==> src/rtl/mc_ctrl_pkg.sv <==
// Shared encodings for the multicycle controller: states, opcodes and control-field values.
package mc_ctrl_pkg;

    typedef enum logic [2:0] {
        S_IF   = 3'b000,
        S_ID   = 3'b001,
        S_EXE  = 3'b010,
        S_MEM  = 3'b011,
        S_WB   = 3'b100,
        S_HALT = 3'b101
    } state_t;

    localparam logic [5:0] OP_ADD   = 6'b000000;
    localparam logic [5:0] OP_SUB   = 6'b000001;
    localparam logic [5:0] OP_ADDIU = 6'b000010;
    localparam logic [5:0] OP_AND   = 6'b010000;
    localparam logic [5:0] OP_ANDI  = 6'b010001;
    localparam logic [5:0] OP_ORI   = 6'b010010;
    localparam logic [5:0] OP_SLL   = 6'b011000;
    localparam logic [5:0] OP_SLTI  = 6'b100110;
    localparam logic [5:0] OP_SW    = 6'b110000;
    localparam logic [5:0] OP_LW    = 6'b110001;
    localparam logic [5:0] OP_BEQ   = 6'b110100;
    localparam logic [5:0] OP_BNE   = 6'b110101;
    localparam logic [5:0] OP_BLTZ  = 6'b110110;
    localparam logic [5:0] OP_J     = 6'b111000;
    localparam logic [5:0] OP_JR    = 6'b111001;
    localparam logic [5:0] OP_JAL   = 6'b111010;
    localparam logic [5:0] OP_HALT  = 6'b111111;

    localparam logic [1:0] PC_NEXT   = 2'b00;
    localparam logic [1:0] PC_BRANCH = 2'b01;
    localparam logic [1:0] PC_REG    = 2'b10;
    localparam logic [1:0] PC_JUMP   = 2'b11;

    localparam logic [1:0] RD_RT = 2'b00;
    localparam logic [1:0] RD_RD = 2'b01;
    localparam logic [1:0] RD_RA = 2'b10;

    localparam logic [2:0] ALU_ADD = 3'b000;
    localparam logic [2:0] ALU_SUB = 3'b001;
    localparam logic [2:0] ALU_AND = 3'b010;
    localparam logic [2:0] ALU_OR  = 3'b011;
    localparam logic [2:0] ALU_SLL = 3'b100;
    localparam logic [2:0] ALU_SLT = 3'b101;

endpackage

==> src/rtl/mc_op_decode.sv <==
// Combinational opcode classifier: instruction class flags plus the ALU operation used in EXE.
module mc_op_decode
    import mc_ctrl_pkg::*;
(
    input  logic [5:0] op,
    output logic       rtype,
    output logic       itype_alu,
    output logic       load,
    output logic       store,
    output logic       branch,
    output logic       jump,
    output logic       halt,
    output logic       undef,
    output logic [2:0] alu_op
);

    always_comb begin
        rtype     = 1'b0;
        itype_alu = 1'b0;
        load      = 1'b0;
        store     = 1'b0;
        branch    = 1'b0;
        jump      = 1'b0;
        halt      = 1'b0;
        undef     = 1'b0;
        alu_op    = ALU_ADD;
        case (op)
            OP_ADD:   rtype = 1'b1;
            OP_SUB:   begin rtype = 1'b1; alu_op = ALU_SUB; end
            OP_AND:   begin rtype = 1'b1; alu_op = ALU_AND; end
            OP_SLL:   begin rtype = 1'b1; alu_op = ALU_SLL; end
            OP_ADDIU: itype_alu = 1'b1;
            OP_ANDI:  begin itype_alu = 1'b1; alu_op = ALU_AND; end
            OP_ORI:   begin itype_alu = 1'b1; alu_op = ALU_OR; end
            OP_SLTI:  begin itype_alu = 1'b1; alu_op = ALU_SLT; end
            OP_LW:    load = 1'b1;
            OP_SW:    store = 1'b1;
            OP_BEQ, OP_BNE, OP_BLTZ: begin branch = 1'b1; alu_op = ALU_SUB; end
            OP_J, OP_JR, OP_JAL: jump = 1'b1;
            OP_HALT:  halt = 1'b1;
            default:  undef = 1'b1;
        endcase
    end

endmodule

==> src/rtl/mc_ctrl_unit.sv <==
// Multicycle IF/ID/EXE/MEM/WB sequencing controller.
// MC_ILLEGAL_TRAP_EN: undefined opcodes set sticky `illegal` and halt; otherwise they retire as NOPs.
module mc_ctrl_unit
    import mc_ctrl_pkg::*;
(
    input  logic       CLK,
    input  logic       Reset,
    input  logic [5:0] op,
    input  logic       zero,
    input  logic       sign,
    output logic       InsMemRW,
    output logic       IRWre,
    output logic       PCWre,
    output logic [1:0] PCSrc,
    output logic       RegWre,
    output logic [1:0] RegDst,
    output logic       ALUSrcB,
    output logic [2:0] ALUOp,
    output logic       mRD,
    output logic       mWR,
    output logic       DBDataSrc,
    output logic       halted,
    output logic       illegal,
    output logic [2:0] state
);

    state_t     cur, nxt;
    logic       rtype, itype_alu, load, store, branch, jump, halt, undef;
    logic [2:0] alu_op;
    logic       taken;

    mc_op_decode u_dec (
        .op        (op),
        .rtype     (rtype),
        .itype_alu (itype_alu),
        .load      (load),
        .store     (store),
        .branch    (branch),
        .jump      (jump),
        .halt      (halt),
        .undef     (undef),
        .alu_op    (alu_op)
    );

    assign state = cur;
    assign taken = ((op == OP_BEQ) && zero) || ((op == OP_BNE) && !zero) ||
                   ((op == OP_BLTZ) && sign);

    always_ff @(posedge CLK or posedge Reset) begin
        if (Reset) cur <= S_IF;
        else       cur <= nxt;
    end

`ifdef MC_ILLEGAL_TRAP_EN
    always_ff @(posedge CLK or posedge Reset) begin
        if (Reset)                     illegal <= 1'b0;
        else if (cur == S_ID && undef) illegal <= 1'b1;
    end
`else
    assign illegal = 1'b0;
`endif

    always_comb begin
        nxt = S_IF;
        case (cur)
            S_IF:  nxt = S_ID;
            S_ID: begin
                if (halt)
                    nxt = S_HALT;
`ifdef MC_ILLEGAL_TRAP_EN
                else if (undef)
                    nxt = S_HALT;
`endif
                else if (jump || undef)
                    nxt = S_IF;
                else
                    nxt = S_EXE;
            end
            S_EXE: begin
                if (branch)              nxt = S_IF;
                else if (load || store)  nxt = S_MEM;
                else                     nxt = S_WB;
            end
            S_MEM:  nxt = store ? S_IF : S_WB;
            S_WB:   nxt = S_IF;
            S_HALT: nxt = S_HALT;
            default: nxt = S_IF;
        endcase
    end

    always_comb begin
        InsMemRW  = 1'b0;
        IRWre     = 1'b0;
        PCWre     = 1'b0;
        PCSrc     = PC_NEXT;
        RegWre    = 1'b0;
        RegDst    = RD_RT;
        ALUSrcB   = 1'b0;
        ALUOp     = ALU_ADD;
        mRD       = 1'b0;
        mWR       = 1'b0;
        DBDataSrc = 1'b0;
        halted    = 1'b0;
        case (cur)
            S_IF: begin
                InsMemRW = 1'b1;
                IRWre    = 1'b1;
            end
            S_ID: begin
                if (jump) begin
                    PCWre = 1'b1;
                    PCSrc = (op == OP_JR) ? PC_REG : PC_JUMP;
                    if (op == OP_JAL) begin
                        RegWre = 1'b1;
                        RegDst = RD_RA;
                    end
                end
`ifndef MC_ILLEGAL_TRAP_EN
                else if (undef)
                    PCWre = 1'b1;
`endif
            end
            S_EXE: begin
                ALUOp   = alu_op;
                ALUSrcB = itype_alu | load | store;
                if (branch) begin
                    PCWre = 1'b1;
                    PCSrc = taken ? PC_BRANCH : PC_NEXT;
                end
            end
            S_MEM: begin
                if (store) begin
                    mWR   = 1'b1;
                    PCWre = 1'b1;
                end else begin
                    mRD = 1'b1;
                end
            end
            S_WB: begin
                RegWre    = 1'b1;
                PCWre     = 1'b1;
                RegDst    = rtype ? RD_RD : RD_RT;
                DBDataSrc = load;
            end
            S_HALT: halted = 1'b1;
            default: ;
        endcase
    end

endmodule
==> config.mk <==
export PLATFORM = sky130hd
export DESIGN_NAME = mc_ctrl_unit
export DESIGN_NICKNAME = d
export VERILOG_FILES = /design/src/rtl/mc_ctrl_pkg.sv /design/src/rtl/mc_op_decode.sv /design/src/rtl/mc_ctrl_unit.sv
export SDC_FILE = /design/constraint.sdc
export NUM_CORES = 1
export LEC_CHECK = 0
export CORE_UTILIZATION = 42
export DETAILED_ROUTE_END_ITERATION = 7
export PLACE_DENSITY = 0.95
export SLEW_MARGIN = 15
export SYNTH_ARGS = -nofsm -noshare
export SYNTH_HDL_FRONTEND = slang
export SYNTH_SLANG_ARGS = --single-unit
export TNS_END_PERCENT = 1
==> constraint.sdc <==
create_clock -name CLK -period 2.43 [get_ports CLK]
set_input_delay 0.486 -clock CLK [delete_from_list [all_inputs] [get_ports CLK]]
set_output_delay 0.486 -clock CLK [all_outputs]
set_load 0.02 [all_outputs]
After elaboration in Yosys (flattened, before gate mapping)
Index checks and enable logic that the tools add are counted.
{ "totals": {"reg_bits": 3, "in_bits": 10, "wordCells": 80} }
{ "classes": {"eq_ne": 21, "muxes": 39, "bitwise_logic": 2, "reduce_logical": 17} }
{ "op_table": {"columns": ["op", "count"], "rows": [
  ["6-bit == test (second input constant)", 10],
  ["3-bit case mux with 5 select lines", 2],
  ["6-bit by 5-bit == test with 1-bit output (second input constant)", 4],
  ["1-bit 2-to-1 mux", 24],
  ["17-bit OR reduction", 1],
  ["3-bit 2-to-1 mux", 5],
  ["4-bit OR reduction", 3],
  ["2-bit 2-to-1 mux", 4],
  ["2-bit case mux with 2 select lines", 2],
  ["3-bit by 2-bit == test with 1-bit output (second input constant)", 2],
  ["3-bit == test (second input constant)", 2],
  ["6-bit by 1-bit == test with 1-bit output (second input constant)", 1],
  ["6-bit by 2-bit == test with 1-bit output (second input constant)", 1],
  ["6-bit zero test", 1],
  ["3-bit OR reduction", 2],
  ["1-bit logical OR", 4],
  ["1-bit case mux with 4 select lines", 1],
  ["3-bit by 1-bit == test with 1-bit output (second input constant)", 1],
  ["1-bit logical AND", 3],
  ["3-bit zero test", 1],
  ["1-bit OR", 2],
  ["1-bit case mux with 2 select lines", 1],
  ["2-bit OR reduction", 1],
  ["1-bit zero test", 1]
]} }

Depth between registers and ports, before layout
{ "logic_depth": {"depth_word": 7, "mapped_depth": 5} }

Hierarchy
From an unflattened synthesis, not the netlist that was laid out.
{ "unflattened": {"hier_cells": 101, "hier_area_um2": 745.7} }
{ "by_module_without_submodules": {"columns": ["mod", "instances", "cells_per_inst", "area_each_um2", "seq_area_each_um2"], "rows": [
  ["mc_ctrl_unit", 1, 55, 422.9, 75.1],
  ["mc_op_decode", 1, 46, 322.8, 0.0]
]} }

Worst setup path after synthesis
Ideal clock, no wire load.
{ "synth_timing": {"kind": "reg-to-output", "from": "register cur[0] (netlist: state[0])", "to": "output RegDst[0]", "arrival_ns": 1.791, "required_time_ns": 1.944, "slack_ns": 0.153, "path_stages_with_launch": 4, "n_path_buf": 1, "cell_sequence": "dfrtp_1 > clkbuf_1 > or3_1 > nor4b_1"} }
{ "synth_between": {"elab_chain_len": 2, "elab_cells_between_ends": 3} }
{ "synth_lines": {"columns": ["item", "line_no", "text"], "rows": [
  ["start: declaration", "mc_ctrl_unit.sv:27", "state_t cur, nxt;"],
  ["start signal: assignment", "mc_ctrl_unit.sv:51", "else cur <= nxt;"],
  ["3-bit == test or 3-bit by 1-bit == test with 1-bit output (tied branches)", "mc_ctrl_unit.sv:104", "case (cur)"],
  ["2-bit case mux with 2 select lines *", "mc_ctrl_unit.sv:104", null],
  ["end: declaration", "mc_ctrl_unit.sv:16", "output logic [1:0] RegDst,"]
]} }
Every way passes the cells marked *; elsewhere a longest branch is shown, timed or not.

Worst setup path in the final report
{ "layout_timing": {"from": "input op[3]", "to": "output PCWre"} }
{ "layout_between": {"elab_chain_len": 5, "elab_cells_between_ends": 28} }
{ "layout_lines": {"columns": ["item", "line_no", "text"], "rows": [
  ["start: declaration", "mc_ctrl_unit.sv:8", "input logic [5:0] op,"],
  ["6-bit == test (tied with other cells)", "mc_op_decode.sv:27", "case (op)"],
  ["17-bit OR reduction (no source line) or 3-bit OR reduction (tied branches)", null, null],
  ["1-bit 2-to-1 mux (on tied branches)", "mc_ctrl_unit.sv:119, mc_op_decode.sv:27", null],
  ["1-bit 2-to-1 mux (on tied branches)", "mc_ctrl_unit.sv:110, mc_ctrl_unit.sv:126", null],
  ["1-bit case mux with 4 select lines *", "mc_ctrl_unit.sv:104", null],
  ["end: declaration", "mc_ctrl_unit.sv:13", "output logic PCWre,"]
]} }
Marks and branches as above.

==> impl_results.md <==
- Final hold slack: 424.9 ps
- WP buf/inv: 2
- DP Wirelength: 1701 µm
- Overall power: 659.3 µW
- Final cell count without fillers: 153
- Finish-stage setup viols: 0
- Grt ovf: 0
- Post-CTS Setup Bufs: 0
- Synth top area share: 12.85%
- Initial DRC Count: 37
- Fillers: 86
- Pins over their slew limit: 0
- Max-cap violation count: 0
- Post-synthesis cell type count: 40
- H-tree Lvls: 1
- Hold Path Class: in -> async
- CTS tree: done
- Clock latency on the worst-skew pair: 240 ps
- Post-Syn Area: 584.3 µm²
- Die Area: 1544 µm²
- Synth Register Bits: 3
- I/O pin count: 30
- Antenna Violating Nets Remaining: 0
- Fmax: 422.7 MHz
- Crit Path Class: in -> out
- Max rail drop VDD: 0.5909 mV
- Avg Vias per Cell: 5.529
- DP Cell Count: 149
- Max FO, Critical Path: 6
- Num CTS Buffers: 3
- Synth Warn #: 0
- Max reg flops: 3
- Seq/Total Area, Yosys: 12.85%
- Leakage power: 0.4858 nW
- Placeable Area: 1301 µm²
- Placed Area: 1023 µm²
- Vias in the first global route: 730
- Worst Path Required: 1940 ps
- Routed wire length: 2269 µm
- CP Launch Type: primary input
- Proportion of layout cells with a drive suffix above 1: 32.61%
- Final instance area: 1039 µm²
- R2r setup slk: 1220 ps
- Die span in x: 39.30 µm
- Final core occ: 79.81%
- CP max stage cell: a221o_1
- Placer Congestion: 0.9661
- Drt wl/cell: 14.83 µm
- I/O Buffers: 28
- Syn_nets: 99
- Synth area leader: dfrtp_1
- RSZ-0062 raised after global routing: false
- Pwr per Cell Area: 634.8 nW/µm²
- Clock Sinks: 3
- Max incr delay on CP: 350 ps
- Outcome: finished clean
- Largest net degree at the start of global routing: 10
- CP endpoint kind: output pin
- Final Hold Violating Endpoints: 0
- Tmin final: 2366 ps
- Area delta synth->final: 77.73%
- Clk buf depth: 2
- Die height: 39.30 µm
- Pre-antenna DRT Iters: 4
- Top cells by area, synth: dfrtp_1 13%, nand2b_1 6.4%, nor2_1 6.4%
- Net count, final: 149
- Sum Neg Setup Slack: 0 ps
- Starting Density: 44.90%
- First-pass GRT wire length: 3381 µm
- Diode count: 0
- Cell Rows: 13
- Top delay family on crit path: compound AO/OA/AOI/OAI gates
- Worst Skew: 3.838 ps
- Synth Area per Inst: 6.565 µm²
- Place WS: -662.4 ps
- # DRC: 0
- Initial antenna violation count: 0
- CP Cell Sequence: clkdlybuf4s15_1 -> and4_4 -> a211o_1 -> a221o_1 -> nand4b_1 -> buf_4
- Fin worst setup slack: 64.27 ps
- Gr usage total: 34.52%
- Arrival time at the worst endpoint: 1880 ps
- Final period utilization: 97.36%
- Root Buffer: clkbuf_4
- DR vias: 846
- CTS clk-pin slew, worst paths: 40 ps
- Cells after Synth: 89
-- synthesized netlist by cell type --
cell / instances
nor2_1: 10
inv_1: 6
nand2_1: 6
nand2b_1: 6
buf_2: 5
nor4_1: 4
o21ai_0: 4
a21oi_1: 3
dfrtp_1: 3
nand3_1: 3
nor3_1: 3
a22oi_1: 2
buf_4: 2
nand3b_1: 2
nor2b_1: 2
o22ai_1: 2
o31ai_1: 2
or3_1: 2
a211o_1: 1
a221o_1: 1
a2bb2oi_1: 1
and2_1: 1
and3_1: 1
and4_4: 1
buf_6: 1
clkbuf_1: 1
conb_1: 1
inv_2: 1
mux2_2: 1
mux2i_1: 1
nand4_1: 1
nand4b_1: 1
nor3b_1: 1
nor4b_1: 1
nor4bb_1: 1
o21ai_1: 1
o22a_1: 1
o2bb2ai_1: 1
o31a_1: 1
xnor2_1: 1
-- timing repair --
action                                 CTS  global route
endpoints found under the hold margin    0             0
setup endpoints to repair               13             5
resized for setup                       47             4
hold buffers                             0             0
-- area by class of cell --
| cell class | instances | area, µm² | share of cell area [%] |
|---|---|---|---|
| timing repair buffer | 54 | 444.2 | 42.77 |
| multi-input combinational | 70 | 447.9 | 43.13 |
| tap | 15 | 18.77 | 1.807 |
| inverter | 7 | 26.28 | 2.530 |
| sequential | 3 | 75.07 | 7.229 |
| clock buffer | 4 | 26.28 | 2.530 |
-- cell families (layout without fill, tap and decap cells) --
| group | count (synthesis) | count (layout) | synth area share [%] |
|---|---|---|---|
| buffers and inverters | 16 | 65 | 13.92 |
| AND/OR/NAND/NOR | 46 | 46 | 44.11 |
| AO/OA/AOI/OAI | 20 | 20 | 23.34 |
| flip-flops | 3 | 3 | 12.85 |
| other | 1 | 1 | 0.6418 |
| multiplexers | 2 | 2 | 3.640 |
| XOR/XNOR | 1 | 1 | 1.499 |
-- worst reg2reg max path, delay by kind of cell (launching register included) --
family | cells | cell delay [ps]
compound gates | 4 | 530
buf+inv | 1 | 180
flops | 1 | 370
-- layout by cell type, fill, tap and decap left out, types with 2 or more instances in the layout --
| cell type | netlist | final |
|---|---|---|
| buf_4 | 2 | 28 |
| nor2_1 | 10 | 9 |
| clkdlybuf4s50_1 | 0 | 9 |
| dlygate4sd2_1 | 0 | 8 |
| nand2_1 | 6 | 6 |
| nand2b_1 | 6 | 6 |
| inv_1 | 6 | 6 |
| o21ai_0 | 4 | 4 |
| nand3_1 | 3 | 3 |
| a21oi_1 | 3 | 3 |
| clkbuf_4 | 0 | 3 |
| clkdlybuf4s15_2 | 0 | 3 |
| buf_2 | 5 | 3 |
| dfrtp_1 | 3 | 3 |
| nor4_2 | 0 | 2 |
| nand3b_1 | 2 | 2 |
| o22ai_1 | 2 | 2 |
| nor2b_1 | 2 | 2 |
| or3_1 | 2 | 2 |
| nor3_1 | 3 | 2 |
| o31ai_1 | 2 | 2 |
| a22oi_1 | 2 | 2 |
| nor4_1 | 4 | 2 |
| clkdlybuf4s15_1 | 0 | 2 |
-- per-layer routing --
metal  vias up  GRT usage [%]  part of all wire, %
met5         -              0                    0
met4         0          25.86                  3.2
met3         8          6.818                  7.1
met2        47          52.08                   50
met1       378          42.61                   40
li1        413              -                    -
-- worst paths after layout --
path | start | cells past startpoint | to
max | op[3] | 6 | PCWre
min | Reset | 2 | state[0]$_DFF_PP0_
max reg2reg | state[0]$_DFF_PP0_ | 5 | state[2]$_DFF_PP0_
min reg2reg | state[1]$_DFF_PP0_ | 3 | state[0]$_DFF_PP0_
max in group asynchronous | Reset | 2 | state[2]$_DFF_PP0_
min in group CLK | state[1]$_DFF_PP0_ | 3 | state[0]$_DFF_PP0_
-- report_power, final --
group	internal (mW)	leakage [nW]	switching [mW]	total (mW)
Clock	0.0618	0.0150	0.0291	0.0909
Sequential	0.0687	0.0388	0.0232	0.0919
Combinational	0.217	0.432	0.259	0.476
Total	0.348	0.486	0.312	0.659
No activity file was read; power rests on OpenSTA's default activity.
